[src/rtl/inst_axi_rd_bridge_pkg.sv]
// Shared CPU-side AXI read constants and helpers, used by both the instruction and data bridges.
// Counter width covers the full legal outstanding range of 1..7.
package inst_axi_rd_bridge_pkg;

   localparam int unsigned INST_MAX_OUTST_DEF = 2;
   localparam int unsigned CNT_W              = 3;

   localparam logic [3:0] AXI_INST_ARID    = 4'd0;
   localparam logic [7:0] AXI_ARLEN_SINGLE = 8'd0;
   localparam logic [2:0] AXI_ARSIZE_WORD  = 3'b010;

   // Bit 1 of RRESP set means SLVERR or DECERR.
   localparam int unsigned AXI_RESP_ERR_BIT = 1;

   typedef logic [CNT_W-1:0] cnt_t;

   typedef struct packed {
      logic        valid;
      logic [31:0] addr;
   } ar_req_t;

   function automatic cnt_t cnt_next(input cnt_t c, input logic inc, input logic dec);
      return c + cnt_t'(inc) - cnt_t'(dec);
   endfunction

endpackage

[src/rtl/inst_drop_ctr.sv]
// Tracks accepted-but-unanswered fetches and how many in-flight beats must be discarded after a flush.
module inst_drop_ctr
   import inst_axi_rd_bridge_pkg::*;
#(
   parameter int unsigned MAX_OUTST = INST_MAX_OUTST_DEF
) (
   input  logic clk,
   input  logic rst,
   input  logic i_accept,
   input  logic i_r_hs,
   input  logic i_cancel,
   output logic o_can_accept,
   output logic o_drop_active
);

   localparam cnt_t LIMIT = cnt_t'(MAX_OUTST);

   cnt_t r_outst_cnt;
   cnt_t r_drop_cnt;
   cnt_t w_outst_nxt;
   cnt_t w_drop_nxt;

   always_comb begin
      w_outst_nxt = cnt_next(r_outst_cnt, i_accept, i_r_hs);
   end

   // A flush marks everything still in flight next cycle, replacing any earlier drop count.
   always_comb begin
      w_drop_nxt = r_drop_cnt;
      if (i_cancel) begin
         w_drop_nxt = w_outst_nxt;
      end else if (i_r_hs && (r_drop_cnt != '0)) begin
         w_drop_nxt = r_drop_cnt - cnt_t'(1);
      end
   end

   always_ff @(posedge clk) begin
      if (rst) begin
         r_outst_cnt <= '0;
         r_drop_cnt  <= '0;
      end else begin
         r_outst_cnt <= w_outst_nxt;
         r_drop_cnt  <= w_drop_nxt;
      end
   end

   // A beat retiring this cycle frees a slot for a same-cycle accept.
   always_comb begin
      o_can_accept  = (r_outst_cnt != LIMIT) | i_r_hs;
      o_drop_active = (r_drop_cnt != '0);
   end

endmodule

[src/rtl/inst_axi_rd_bridge.sv]
// Instruction-fetch to AXI read bridge: single-beat in-order reads with flush support.
// Define INST_AR_PIPE_EN to register the AR channel (one extra cycle of AR latency).
module inst_axi_rd_bridge
   import inst_axi_rd_bridge_pkg::*;
#(
   parameter int unsigned MAX_OUTST = INST_MAX_OUTST_DEF
) (
   input  logic        clk,
   input  logic        rst,
   input  logic        inst_req_i,
   input  logic [31:0] inst_addr_i,
   input  logic        inst_cancel_i,
   output logic        inst_addr_ok_o,
   output logic        inst_data_ok_o,
   output logic [31:0] inst_rdata_o,
   output logic        inst_err_o,
   output logic [3:0]  arid_o,
   output logic [31:0] araddr_o,
   output logic [7:0]  arlen_o,
   output logic [2:0]  arsize_o,
   output logic        arvalid_o,
   input  logic        arready_i,
   input  logic [3:0]  rid_i,
   input  logic [31:0] rdata_i,
   input  logic [1:0]  rresp_i,
   input  logic        rlast_i,
   input  logic        rvalid_i,
   output logic        rready_o
);

   logic w_rready;
   logic w_r_hs;
   logic w_addr_ok;
   logic w_accept;
   logic w_can_accept;
   logic w_drop_active;
   logic w_data_ok;
   logic w_unused;

   // Reads are single-beat and in-order, so ID and LAST carry no information.
   assign w_unused = ^{rid_i, rlast_i, rresp_i[0]};

   assign w_rready = ~rst;
   assign w_r_hs   = rvalid_i & w_rready;
   assign w_accept = inst_req_i & w_addr_ok;

   inst_drop_ctr #(
      .MAX_OUTST (MAX_OUTST)
   ) u_drop_ctr (
      .clk           (clk),
      .rst           (rst),
      .i_accept      (w_accept),
      .i_r_hs        (w_r_hs),
      .i_cancel      (inst_cancel_i),
      .o_can_accept  (w_can_accept),
      .o_drop_active (w_drop_active)
   );

`ifdef INST_AR_PIPE_EN
   ar_req_t r_ar;

   // Once raised, ARVALID holds until ARREADY even across a flush; the answer is dropped later.
   always_ff @(posedge clk) begin
      if (rst) begin
         r_ar <= '0;
      end else if (w_accept) begin
         r_ar.valid <= 1'b1;
         r_ar.addr  <= inst_addr_i;
      end else if (arready_i) begin
         r_ar.valid <= 1'b0;
      end
   end

   always_comb begin
      w_addr_ok = ~rst & ~inst_cancel_i & (~r_ar.valid | arready_i) & w_can_accept;
      arvalid_o = r_ar.valid & ~rst;
      araddr_o  = r_ar.addr;
   end
`else
   logic w_arvalid;

   always_comb begin
      w_arvalid = ~rst & inst_req_i & ~inst_cancel_i & w_can_accept;
      arvalid_o = w_arvalid;
      araddr_o  = inst_addr_i;
      w_addr_ok = w_arvalid & arready_i;
   end
`endif

   // Beats owed to a flushed fetch, or landing in the flush cycle itself, never reach IF.
   always_comb begin
      w_data_ok      = ~rst & rvalid_i & ~w_drop_active & ~inst_cancel_i;
      inst_addr_ok_o = w_addr_ok;
      inst_data_ok_o = w_data_ok;
      inst_rdata_o   = rdata_i;
      inst_err_o     = w_data_ok & rresp_i[AXI_RESP_ERR_BIT];
      rready_o       = w_rready;
      arid_o         = AXI_INST_ARID;
      arlen_o        = AXI_ARLEN_SINGLE;
      arsize_o       = AXI_ARSIZE_WORD;
   end

endmodule

[config.mk]
export PLATFORM = sky130hd
export DESIGN_NAME = inst_axi_rd_bridge
export DESIGN_NICKNAME = d
export VERILOG_FILES = /design/src/rtl/inst_axi_rd_bridge_pkg.sv /design/src/rtl/inst_drop_ctr.sv /design/src/rtl/inst_axi_rd_bridge.sv
export SDC_FILE = /design/constraint.sdc
export NUM_CORES = 1
export LEC_CHECK = 0
export ABC_AREA = 1
export CAP_MARGIN = 10
export CORE_MARGIN = 2
export CORE_UTILIZATION = 21
export CTS_BUF_LIST = sky130_fd_sc_hd__clkbuf_16
export CTS_CLUSTER_DIAMETER = 80
export DETAILED_ROUTE_END_ITERATION = 8
export HOLD_SLACK_MARGIN = 0.05
export PLACE_DENSITY_LB_ADDON = 0.3
export SKIP_LAST_GASP = 1
export SYNTH_ARGS = -nofsm -noshare
export SYNTH_HDL_FRONTEND = slang
export SYNTH_SLANG_ARGS = --single-unit
[constraint.sdc]
create_clock -name clk -period 2.1 [get_ports clk]
set_clock_uncertainty 0.15 [all_clocks]
set_input_delay 0.42 -clock clk [delete_from_list [all_inputs] [get_ports clk]]
set_output_delay 0.42 -clock clk [all_outputs]
set_load 0.1 [all_outputs]
==> impl_results.md, run 1 <==
* Run status: finished, violations left
* Violated checks: negative setup slack
* Detail-routed net length per standard cell at 9.22 um
* Power density cells at 763 nW/um^2
* Total CTS buffers at 3
* Final total power at 809 uW
* Arrival time worst endpoint at 2.27 ns
* Shortest period the worst path allows at 2.27 ns
* Highest net fanout along the worst path at 3
* Post-route DRC at 0
* Share of synthesized area spent on multiplexers at 0%
* Number of maximum-capacitance violations at 0
* Netlist Area Pre-Place at 1040 sq um
* Number of port buffers at 11
* Portion of synthesized cell area occupied by the leading cell type at 57.0%
* Clock-pin slew reported for the worst setup and hold paths after clock tree synthesis at 0.03 ns
* Min setup slack post-route at -0.172 ns
* Number of slew-limit violations in the final report at 0
* Width of the die at 74.4 um
* CTS root buffer: sky130_fd_sc_hd__clkbuf_16
* Worst setup slack for register-to-register paths at -0.16 ns
* Last weighted congestion value of the routability-driven placer at 0.673
* Layout Nets at 193
* Largest net degree at the start of global routing at 6
* Static power due to leakage at 0.000485 uW
* Number of placed cells counting well taps at 169
* Share of post-route cells with drive strength above 1 at 58.7%
* Initial Utilization at 21.9%
* Half-perimeter wire length after detailed placement at 1300 um
* Largest buffer count on any clock path at 2
* Number of cells traversed by the worst hold path at 2
* Post-Synthesis Cells at 146
* Die footprint at 5530 sq um
* Critical hold path startpoint: u_drop_ctr.r_drop_cnt[1]
* Count of cell types in the netlist at 19
* Fmax at 0.440 GHz
* Final-layout fill cell count at 536
* HP Class: reg -> reg
* Total inserted antenna cells at 0
* Most frequent cells in the layout: 15 x sky130_fd_sc_hd__conb_1, 15 x sky130_fd_sc_hd__buf_4, 10 x sky130_fd_sc_hd__inv_2
* Number of antenna-violating nets in the routed design at 0
* Sequential area share after synthesis at 11.6%
* Endpoint of the lowest-slack register-to-register path: u_drop_ctr.r_drop_cnt[1]
* Global-route wire length before repair at 2490 um
* Largest family of logic cells by synthesized area: buffers and inverters
* CTS tree: yes
* Core Area at 4750 sq um
* Top Ports at 161
* Via/cell ratio at 3.31
* Later-pin clock latency in the skew report at 0.23 ns
* Worst setup EP type: flip-flop
* Worst Path Required at 2.10 ns
* Warnings from Yosys at 0
* Synth top area cells: sky130_fd_sc_hd__buf_4 57%, sky130_fd_sc_hd__dfxtp_1 12%, sky130_fd_sc_hd__ha_1 4.8%, sky130_fd_sc_hd__inv_1 4.3%, sky130_fd_sc_hd__nand2_1 4.3%
* Kind of critical path: in -> reg
* Post-synthesis register bit count at 6
* Number of detailed-route iterations in the first pass at 3
* Wirelength, routed at 1620 um
* Cell type with the highest aggregate area in the netlist: sky130_fd_sc_hd__buf_4
* Startpoint Class: primary input
* Adder-cell share of the synthesized area at 6.74%
* Average instance area after synthesis at 7.12 sq um
* Worst IR drop on VDD at 0.208 mV
* Final setup violation count at 3
* Final cycle utilization of the critical path at 108%
* Post-Synth Simple-Gate Area at 12.4%
* Initial antenna violation count at 0
* Count of clock tree sinks at 6
* Initial DRC count at 10
* Hold worst-path end: u_drop_ctr.r_drop_cnt[1]
* Cell depth of the worst flop-to-flop path at 13
* Finished Layout Cells at 176
* Unrepaired setup endpoints after global routing: yes
* Vias at 582
* Chip Height at 74.4 um
* Number of standard-cell rows in the floorplan at 25
* P&R area growth vs syn at 1.93%
* Global-route total usage across every layer at 6.14%
* Number of global-route vias before repair at 591
* Hold Vio Cnt, Final at 0
* Fraction of the mapped netlist area in compound gates at 4.69%
* XOR/XNOR Fraction of Synth Area at 0%
* Beginning of the worst register-to-register path: u_drop_ctr.r_outst_cnt[2]
* GRT Residual Overflow at 0
* Htree depth at 1
## routing by layer
metal | wire (um) | global-route usage [%] | part of all wire (%)
met1 | 529 | 5.27 | 33
met2 | 709 | 8.65 | 44
met3 | 263 | 3.93 | 16
met4 | 120 | 7.74 | 7.4
met5 | 0 | 0 | 0
## kinds of logic after synthesis
kind of cell             Yosys count
AO/OA/AOI/OAI                      9
adder cells (fa/ha/maj)            5
buffers and inverters             98
flip-flops                         6
other                              2
AND/OR/NAND/NOR                   26
## report_power, final
group / switching [uW] / total, uW / internal, uW
sequential: 11.1 / 142 / 131
clock: 59.7 / 304 / 244
combinational: 255 / 363 / 109
total: 325 / 809 / 483
## per-stage QoR
stage	hold WS (ns)	TNS [ns]	setup WS, ns	area (sq um)	util [%]
2_1_floorplan	0.308	-3.37	-0.685	1170	-
3_3_place_gp	0.322	-4.21	-0.813	905	19.0
3_5_place_dp	0.338	-4.48	-0.863	905	19.0
4_1_cts	0.343	-0.260	-0.171	1000	21.1
5_1_grt	0.354	-0.740	-0.306	1060	22.3
6_report	0.338	-0.414	-0.172	1060	22.3
## worst max-delay path, stage by stage
cell                      delay (ns)
sky130_fd_sc_hd__buf_8          0.11
sky130_fd_sc_hd__nor2_4         0.11
sky130_fd_sc_hd__inv_2          0.04
sky130_fd_sc_hd__nand2_2        0.07
sky130_fd_sc_hd__nand3_4        0.10
sky130_fd_sc_hd__inv_12         0.08
sky130_fd_sc_hd__nand2_8        0.05
sky130_fd_sc_hd__ha_4           0.26
sky130_fd_sc_hd__inv_2          0.03
sky130_fd_sc_hd__ha_4           0.15
sky130_fd_sc_hd__fa_2           0.58
sky130_fd_sc_hd__nand2_2        0.05
sky130_fd_sc_hd__o21ai_2        0.04
sky130_fd_sc_hd__o21ai_1        0.06
sky130_fd_sc_hd__a21oi_1        0.11
## worst max-delay path by stage
stage / endpoint / slack [ns] / start / cells after the start
after detailed placement: u_drop_ctr.r_drop_cnt[1] / -0.86 / rst / 15
after global routing: u_drop_ctr.r_drop_cnt[1] / -0.31 / rst / 15
final: u_drop_ctr.r_drop_cnt[1] / -0.17 / rst / 15
after CTS: u_drop_ctr.r_drop_cnt[1] / -0.17 / rvalid_i / 16
after floorplan: inst_err_o / -0.69 / rst / 4
after global placement: u_drop_ctr.r_drop_cnt[1] / -0.81 / rst / 15
## layout make-up
type	count	area, sq um	share of cell area [%]
Clock buffer	3	75.1	7.08
Inverter	19	92.6	8.74
Multi-Input combinational cell	55	417	39.3
Sequential cell	6	120	11.3
Tap cell	67	83.8	7.91
Timing Repair Buffer	26	272	25.6
## repair_timing
action                                 CTS  global route
hold buffers                             0             0
endpoints found under the hold margin    0             0
setup endpoints to repair               10             5
pin swaps                                7            11
resized for setup                       24            11
setup buffers                            1             3
## registers in the layout (all words and copies together), names as in the netlist
name	count
u_drop_ctr.r_drop_cnt	3
u_drop_ctr.r_outst_cnt	3
## cells in the mapped netlist (all sizes together)
| master | number |
|---|---|
| inv | 19 |
| nor3 | 2 |
| buf | 79 |
| nor2 | 4 |
| fa | 1 |
| ha | 4 |
| a21oi | 5 |
| nand3 | 3 |
| dfxtp | 6 |
| nand2 | 16 |
| o21ai | 4 |
| conb | 2 |
| and2 | 1 |
Note: power is estimated with default switching activity, not from simulation.
==> inputs of run 2 (changes only) <==
--- a/config.mk
+++ b/config.mk
@@ -5,15 +5,16 @@
 export SDC_FILE = /design/constraint.sdc
 export NUM_CORES = 1
 export LEC_CHECK = 0
-export ABC_AREA = 1
 export CAP_MARGIN = 10
 export CORE_MARGIN = 2
 export CORE_UTILIZATION = 21
 export CTS_BUF_LIST = sky130_fd_sc_hd__clkbuf_16
 export CTS_CLUSTER_DIAMETER = 80
 export DETAILED_ROUTE_END_ITERATION = 8
+export GPL_ROUTABILITY_DRIVEN = 0
 export HOLD_SLACK_MARGIN = 0.05
 export PLACE_DENSITY_LB_ADDON = 0.3
+export SETUP_SLACK_MARGIN = 0.02
 export SKIP_LAST_GASP = 1
 export SYNTH_ARGS = -nofsm -noshare
 export SYNTH_HDL_FRONTEND = slang
==> impl_results.md, run 2 <==
* Run status: finished, violations left
* Violated checks: negative setup slack
* Hold slack final at 0.399 ns
* GRT Residual Overflow at 0
* Share of post-route cells with drive strength above 1 at 53.8%
* Shortest period the worst path allows at 2.43 ns
* Kind of critical path: reg -> reg
* Clock-pin slew reported for the worst setup and hold paths after clock tree synthesis at 0.03 ns
* Most frequent cells in the layout: 15 x sky130_fd_sc_hd__conb_1, 14 x sky130_fd_sc_hd__buf_4, 5 x sky130_fd_sc_hd__inv_1, 5 x sky130_fd_sc_hd__buf_12, 4 x sky130_fd_sc_hd__dfxtp_1
* Worst Path Required at 2.11 ns
* Via/cell ratio at 3.42
* Master of the slowest instance on the critical path: sky130_fd_sc_hd__dfxtp_1
* Warnings from Yosys at 0
* Detail-routed net length per standard cell at 10.8 um
* Total inserted antenna cells at 0
* Final-layout fill cell count at 526
* Largest family of logic cells by synthesized area: buffers and inverters
* CTS root buffer: sky130_fd_sc_hd__clkbuf_16
* Final cycle utilization of the critical path at 116%
* Wirelength, routed at 1710 um
* Largest net degree at the start of global routing at 8
* Delay of the slowest critical-path stage at 0.37 ns
* Later-pin clock latency in the skew report at 0.23 ns
* P&R area growth vs syn at -4.43%
* Hold buffer count at CTS at 0
* Post-Synth Simple-Gate Area at 12.5%
* Cell depth of the worst flop-to-flop path at 10
* Multi-input gate area in the final layout at 427 sq um
* Vias at 541
* Most numerous cell on the critical path: sky130_fd_sc_hd__nor4b_4
* Sequential area share after synthesis at 11.5%
* Proportion of power drawn by combinational gates at 45.3%
* Power density cells at 860 nW/um^2
* Finished Core Util at 21.0%
* Switching component of the power at 330 uW
* Most repeated cell in the gate-level netlist after synthesis: sky130_fd_sc_hd__buf_4
* Portion of synthesized cell area occupied by the leading cell type at 56.8%
* XOR/XNOR Fraction of Synth Area at 1.68%
* Arrival time worst endpoint at 2.43 ns
* Half-perimeter wire length after detailed placement at 1340 um
* Share of synthesized area spent on multiplexers at 1.08%
* Synth top area cells: sky130_fd_sc_hd__buf_4 57%, sky130_fd_sc_hd__dfxtp_1 11%, sky130_fd_sc_hd__ha_1 4.8%, sky130_fd_sc_hd__inv_1 2.9%, sky130_fd_sc_hd__fa_1 1.9%
* Post-synthesis register bit count at 6
* Count of cell types in the netlist at 28
* Highest net fanout along the worst path at 2
* Number of standard-cell rows in the floorplan at 25
* Storage cell area at 123 sq um
* Number of cells traversed by the worst hold path at 2
* Width of the die at 74.5 um
* Post-route setup TNS at -0.628 ns
* Part of the total power dissipated in the clock network at 36.6%
* Worst setup EP type: flip-flop
* Worst setup slack for register-to-register paths at -0.33 ns
* Core Area at 4750 sq um
* Total CTS buffers at 3
* HP Class: reg -> reg
* Largest buffer count on any clock path at 2
* Initial antenna violation count at 0
* Initial DRC count at 11
* List of most frequent post-synthesis cells: 79 x sky130_fd_sc_hd__buf_4, 8 x sky130_fd_sc_hd__inv_1, 6 x sky130_fd_sc_hd__dfxtp_1
* Dominant synthesized flop cell: sky130_fd_sc_hd__dfxtp_1
* Hold Vio Cnt, Final at 0
* Post-route DRC at 0
* Internal at 529 uW
* Sequential Power Share at 18.1%
* Cell type with the highest aggregate area in the netlist: sky130_fd_sc_hd__buf_4
* Fraction of the mapped netlist area in compound gates at 5.27%
* Startpoint Class: flip-flop
* Top Registers: u_drop_ctr.r_drop_cnt (3), u_drop_ctr.r_outst_cnt (3)
* Chip Height at 74.5 um
* Number of port buffers at 11
* Final setup violation count at 4
* Unrepaired setup endpoints after global routing: yes
* Fmax at 0.412 GHz
* Post-synth EDFFs at 0
* Number of slew-limit violations in the final report at 0
* Netlist Area Pre-Place at 1040 sq um
* Number of antenna-violating nets in the routed design at 0
* Number of global-route vias before repair at 507
* Top Ports at 161
* Area of all placed cells without fillers at 998 sq um
* Average instance area after synthesis at 8.04 sq um
* Initial Utilization at 22.0%
* Placement-stage cell area at 857 sq um
* Number of detailed-route iterations in the first pass at 4
* Number of maximum-capacitance violations at 0
* Global-route wire length before repair at 2460 um
* Adder-cell share of the synthesized area at 6.71%
* Post-Synthesis Cells at 130
* Fraction of registers with async set or reset after synthesis at 0%
* Most frequent standard cell in the layout excluding fill and tap cells: sky130_fd_sc_hd__conb_1
* Worst IR drop on VDD at 0.235 mV
* Die footprint at 5560 sq um
* Cells along the critical path: nor4b_4 -> nor4b_4 -> nand2_1 -> ha_1 -> inv_2 -> ha_4 -> fa_2 -> xnor2_2 -> mux2_4 -> a31oi_1
* Static power due to leakage at 0.000449 uW
* Final total power at 859 uW
* Min setup slack post-route at -0.327 ns
* Htree depth at 1
* Layout Nets at 175
* CTS tree: yes
* Global-route total usage across every layer at 6.20%
* Switching Share at 38.4%
* Count of clock tree sinks at 6
run 2: cell types whose count changed after synthesis, sizes merged, moves of 2 or more:
cell,previous run,this run
inv,19,9
and2b,0,2
nor4b,0,2
nand2b,0,2
xnor2,0,2
nor2,4,1
a31oi,0,2
nand2,16,2
o21ai,4,1
a21oi,5,1
run 2: worst max-delay path: cells and delay by family, from the launching register on:
kind                     cells  cell delay [ns]
adder cells (fa/ha/maj)      3             0.77
AND/OR/NAND/NOR              3             0.38
flip-flops                   1             0.37
multiplexers                 1             0.32
XOR/XNOR                     1             0.19
AO/OA/AOI/OAI                1             0.12
buffers and inverters        1             0.04
run 2: per-stage QoR:
step / setup WS [ns] / instances
after floorplan: -1.45 / 143
after global placement: -1.12 / 151
after detailed placement: -1.06 / 151
after CTS: -0.321 / 157
after global routing: -0.440 / 158
final: -0.327 / 158
run 2: cell type report:
class / instances / area share [%]
tap: 67 / 8.40
inverter: 9 / 3.63
timing repair buffer: 25 / 25.4
clock buffer: 3 / 7.52
sequential: 6 / 12.3
multi-input combinational: 48 / 42.7
run 2: path summary, 6_finish.rpt:
check                                                 to                 startpoint
worst max-delay path            u_drop_ctr.r_drop_cnt[2]  u_drop_ctr.r_outst_cnt[0]
worst min-delay path            u_drop_ctr.r_drop_cnt[2]   u_drop_ctr.r_drop_cnt[2]
worst max register to register  u_drop_ctr.r_drop_cnt[2]  u_drop_ctr.r_outst_cnt[0]
worst min register to register  u_drop_ctr.r_drop_cnt[2]   u_drop_ctr.r_drop_cnt[2]
run 2: cell families (layout without fill, tap and decap cells):
logic type	count (synthesis)	after routing
compound gates	7	7
xor+xnor	2	2
fa+ha+maj	5	5
other cells	2	15
simple gates	18	18
mux	1	1
flops	6	6
buf+inv	89	37
run 2: metal layers:
metal,global-route usage [%],wire (um)
met1,6.91,730
met4,4.37,74
met3,4.34,276
met5,0,0
met2,8.26,626
run 2: power by group through the flow:
stage / logic [uW] / registers [uW] / clock network, uW
after floorplan: 865 / 150 / 0
after global placement: 348 / 148 / 0
after detailed placement: 350 / 149 / 0
after CTS: 387 / 155 / 321
after global routing: 414 / 157 / 324
final: 389 / 155 / 314
run 2: repair_timing:
| item | in CTS | in global routing |
|---|---|---|
| endpoints found under the setup margin | 10 | 7 |
| pin swaps | 9 | 3 |
| gates resized for setup | 28 | 1 |
| setup buffers | 3 | 2 |
==> inputs of run 3 (changes only) <==
--- a/config.mk
+++ b/config.mk
@@ -6,10 +6,10 @@
 export NUM_CORES = 1
 export LEC_CHECK = 0
 export CAP_MARGIN = 10
-export CORE_MARGIN = 2
+export CORE_MARGIN = 10
 export CORE_UTILIZATION = 21
 export CTS_BUF_LIST = sky130_fd_sc_hd__clkbuf_16
-export CTS_CLUSTER_DIAMETER = 80
+export CTS_CLUSTER_DIAMETER = 60
 export DETAILED_ROUTE_END_ITERATION = 8
 export GPL_ROUTABILITY_DRIVEN = 0
 export HOLD_SLACK_MARGIN = 0.05
==> impl_results.md, run 3 (synthesis results as in run 2) <==
* Initial Utilization at 21.8%
* Startpoint Class: flip-flop
* Violated checks: negative setup slack
* Vias at 513
* Cell depth of the worst flop-to-flop path at 10
* Number of cells traversed by the worst hold path at 2
* Initial antenna violation count at 0
* Total inserted antenna cells at 0
* Final setup violation count at 4
* Half-perimeter wire length after detailed placement at 1460 um
* Number of global-route vias before repair at 613
* Post-placement setup slack at -1.07 ns
* Worst IR drop on VDD at 0.287 mV
* Wirelength, routed at 1780 um
* Top layer used by detailed routing: met4
* Largest net degree at the start of global routing at 8
* Share of post-route cells with drive strength above 1 at 55.1%
* Die footprint at 8200 sq um
* Detail-routed net length per standard cell at 11.4 um
* Chip Height at 90.5 um
* Run status: finished, violations left
* Width of the die at 90.5 um
* HP Class: reg -> reg
* Delay of the slowest critical-path stage at 0.34 ns
* Wire length on met3 at 253 um
* Worst setup EP type: flip-flop
* Min setup slack post-route at -0.342 ns
* Placement-stage cell area at 857 sq um
* Final total power at 861 uW
* Global-route wire length before repair at 2950 um
* Later-pin clock latency in the skew report at 0.23 ns
* Met1 WL at 594 um
* Number of slew-limit violations in the final report at 0
* Top Registers: u_drop_ctr.r_drop_cnt (3), u_drop_ctr.r_outst_cnt (3)
* P&R area growth vs syn at -5.99%
* Count of clock tree sinks at 6
* Worst Path Required at 2.10 ns
* Number of maximum-capacitance violations at 0
* Power density cells at 877 nW/um^2
* Hold slack final at 0.383 ns
* Via/cell ratio at 3.29
* Kind of critical path: reg -> reg
* Most numerous cell on the critical path: sky130_fd_sc_hd__nor4b_4
* Clock-pin slew reported for the worst setup and hold paths after clock tree synthesis at 0.03 ns
* Highest net fanout along the worst path at 2
* GRT Residual Overflow at 0
* Area of all placed cells without fillers at 982 sq um
* Largest buffer count on any clock path at 2
* CTS root buffer: sky130_fd_sc_hd__clkbuf_16
* Top Ports at 161
* Core Area at 4790 sq um
* Htree depth at 1
* Arrival time worst endpoint at 2.44 ns
* Fmax at 0.409 GHz
* Static power due to leakage at 0.000440 uW
* Number of standard-cell rows in the floorplan at 25
* Number of placed cells counting well taps at 151
* Initial DRC count at 21
* Number of port buffers at 11
* Met2 layer wire length in the routed design at 879 um
* Number of detailed-route iterations in the first pass at 3
* Number of antenna-violating nets in the routed design at 0
* Master of the slowest instance on the critical path: sky130_fd_sc_hd__fa_2
* Finished Layout Cells at 156
* Shortest period the worst path allows at 2.44 ns
* Global-route total usage across every layer at 4.51%
* Post-route DRC at 0
* Hold Vio Cnt, Final at 0
* Most frequent cells in the layout: 15 x sky130_fd_sc_hd__conb_1, 12 x sky130_fd_sc_hd__buf_4, 5 x sky130_fd_sc_hd__inv_1, 5 x sky130_fd_sc_hd__buf_12
* Total CTS buffers at 3
* Unrepaired setup endpoints after global routing: yes
* Layout Nets at 173
* Hold buffer count at CTS at 0
* Cells along the critical path: nor4b_4 -> nor4b_4 -> nand2_1 -> ha_1 -> inv_2 -> ha_4 -> fa_2 -> xnor2_2 -> mux2_4 -> a31oi_1
* Final cycle utilization of the critical path at 116%
* CTS tree: yes
* Most frequent standard cell in the layout excluding fill and tap cells: sky130_fd_sc_hd__conb_1
run 3: worst paths after layout:
check,startpoint,end,slack (ns)
worst min-delay path,u_drop_ctr.r_drop_cnt[2],u_drop_ctr.r_drop_cnt[2],0.38
worst min register to register,u_drop_ctr.r_drop_cnt[2],u_drop_ctr.r_drop_cnt[2],0.38
worst max register to register,u_drop_ctr.r_outst_cnt[1],u_drop_ctr.r_drop_cnt[2],-0.34
worst max-delay path,u_drop_ctr.r_outst_cnt[1],u_drop_ctr.r_drop_cnt[2],-0.34
run 3: routing by layer:
layer  vias up  global-route usage (%)
li1        232                       -
met1       230                    3.91
met2        37                    7.15
met3        14                    3.41
met4         0                    3.05
met5         -                       0
run 3: repair_timing:
item,in CTS,in global routing
hold endpoints to repair,0,0
buffers inserted,2,1
setup endpoints to repair,10,6
pin swaps,7,7
gates resized for setup,23,5
run 3: area by class of cell:
class / count / area [sq um]
clock buffer: 3 / 75.1
tap: 67 / 83.8
inverter: 9 / 36.3
fill: 531 / 3800
timing repair buffer: 23 / 240
multi-input combinational: 48 / 423
sequential: 6 / 124
run 3: worst max-delay path: cells and delay by family (launching register included):
kind	cells	cell delay [ns]
AOI/OAI and AO/OA	1	0.13
xor gates and xnor gates	1	0.20
adders and majority gates	3	0.78
buffers and inverters	1	0.04
DFF	1	0.31
muxes	1	0.32
and+or+nand+nor	3	0.43
run 3: per-stage QoR:
| step | util (%) | setup TNS [ns] |
|---|---|---|
| 6_report | 20.5 | -0.719 |
| 5_1_grt | 20.5 | -1.25 |
| 4_1_cts | 20.3 | -0.849 |
| 3_5_place_dp | 17.9 | -5.90 |
| 3_3_place_gp | 17.9 | -5.42 |
| 2_1_floorplan | - | -9.45 |
run 3: report_power, final:
| part | total, uW | internal, uW | leakage [uW] | switching, uW |
|---|---|---|---|---|
| combinational | 399 | 150 | 0.000352 | 248 |
| sequential | 154 | 138 | 0.0000506 | 16.0 |
| clock | 309 | 244 | 0.0000370 | 64.2 |
| total | 861 | 533 | 0.000440 | 328 |
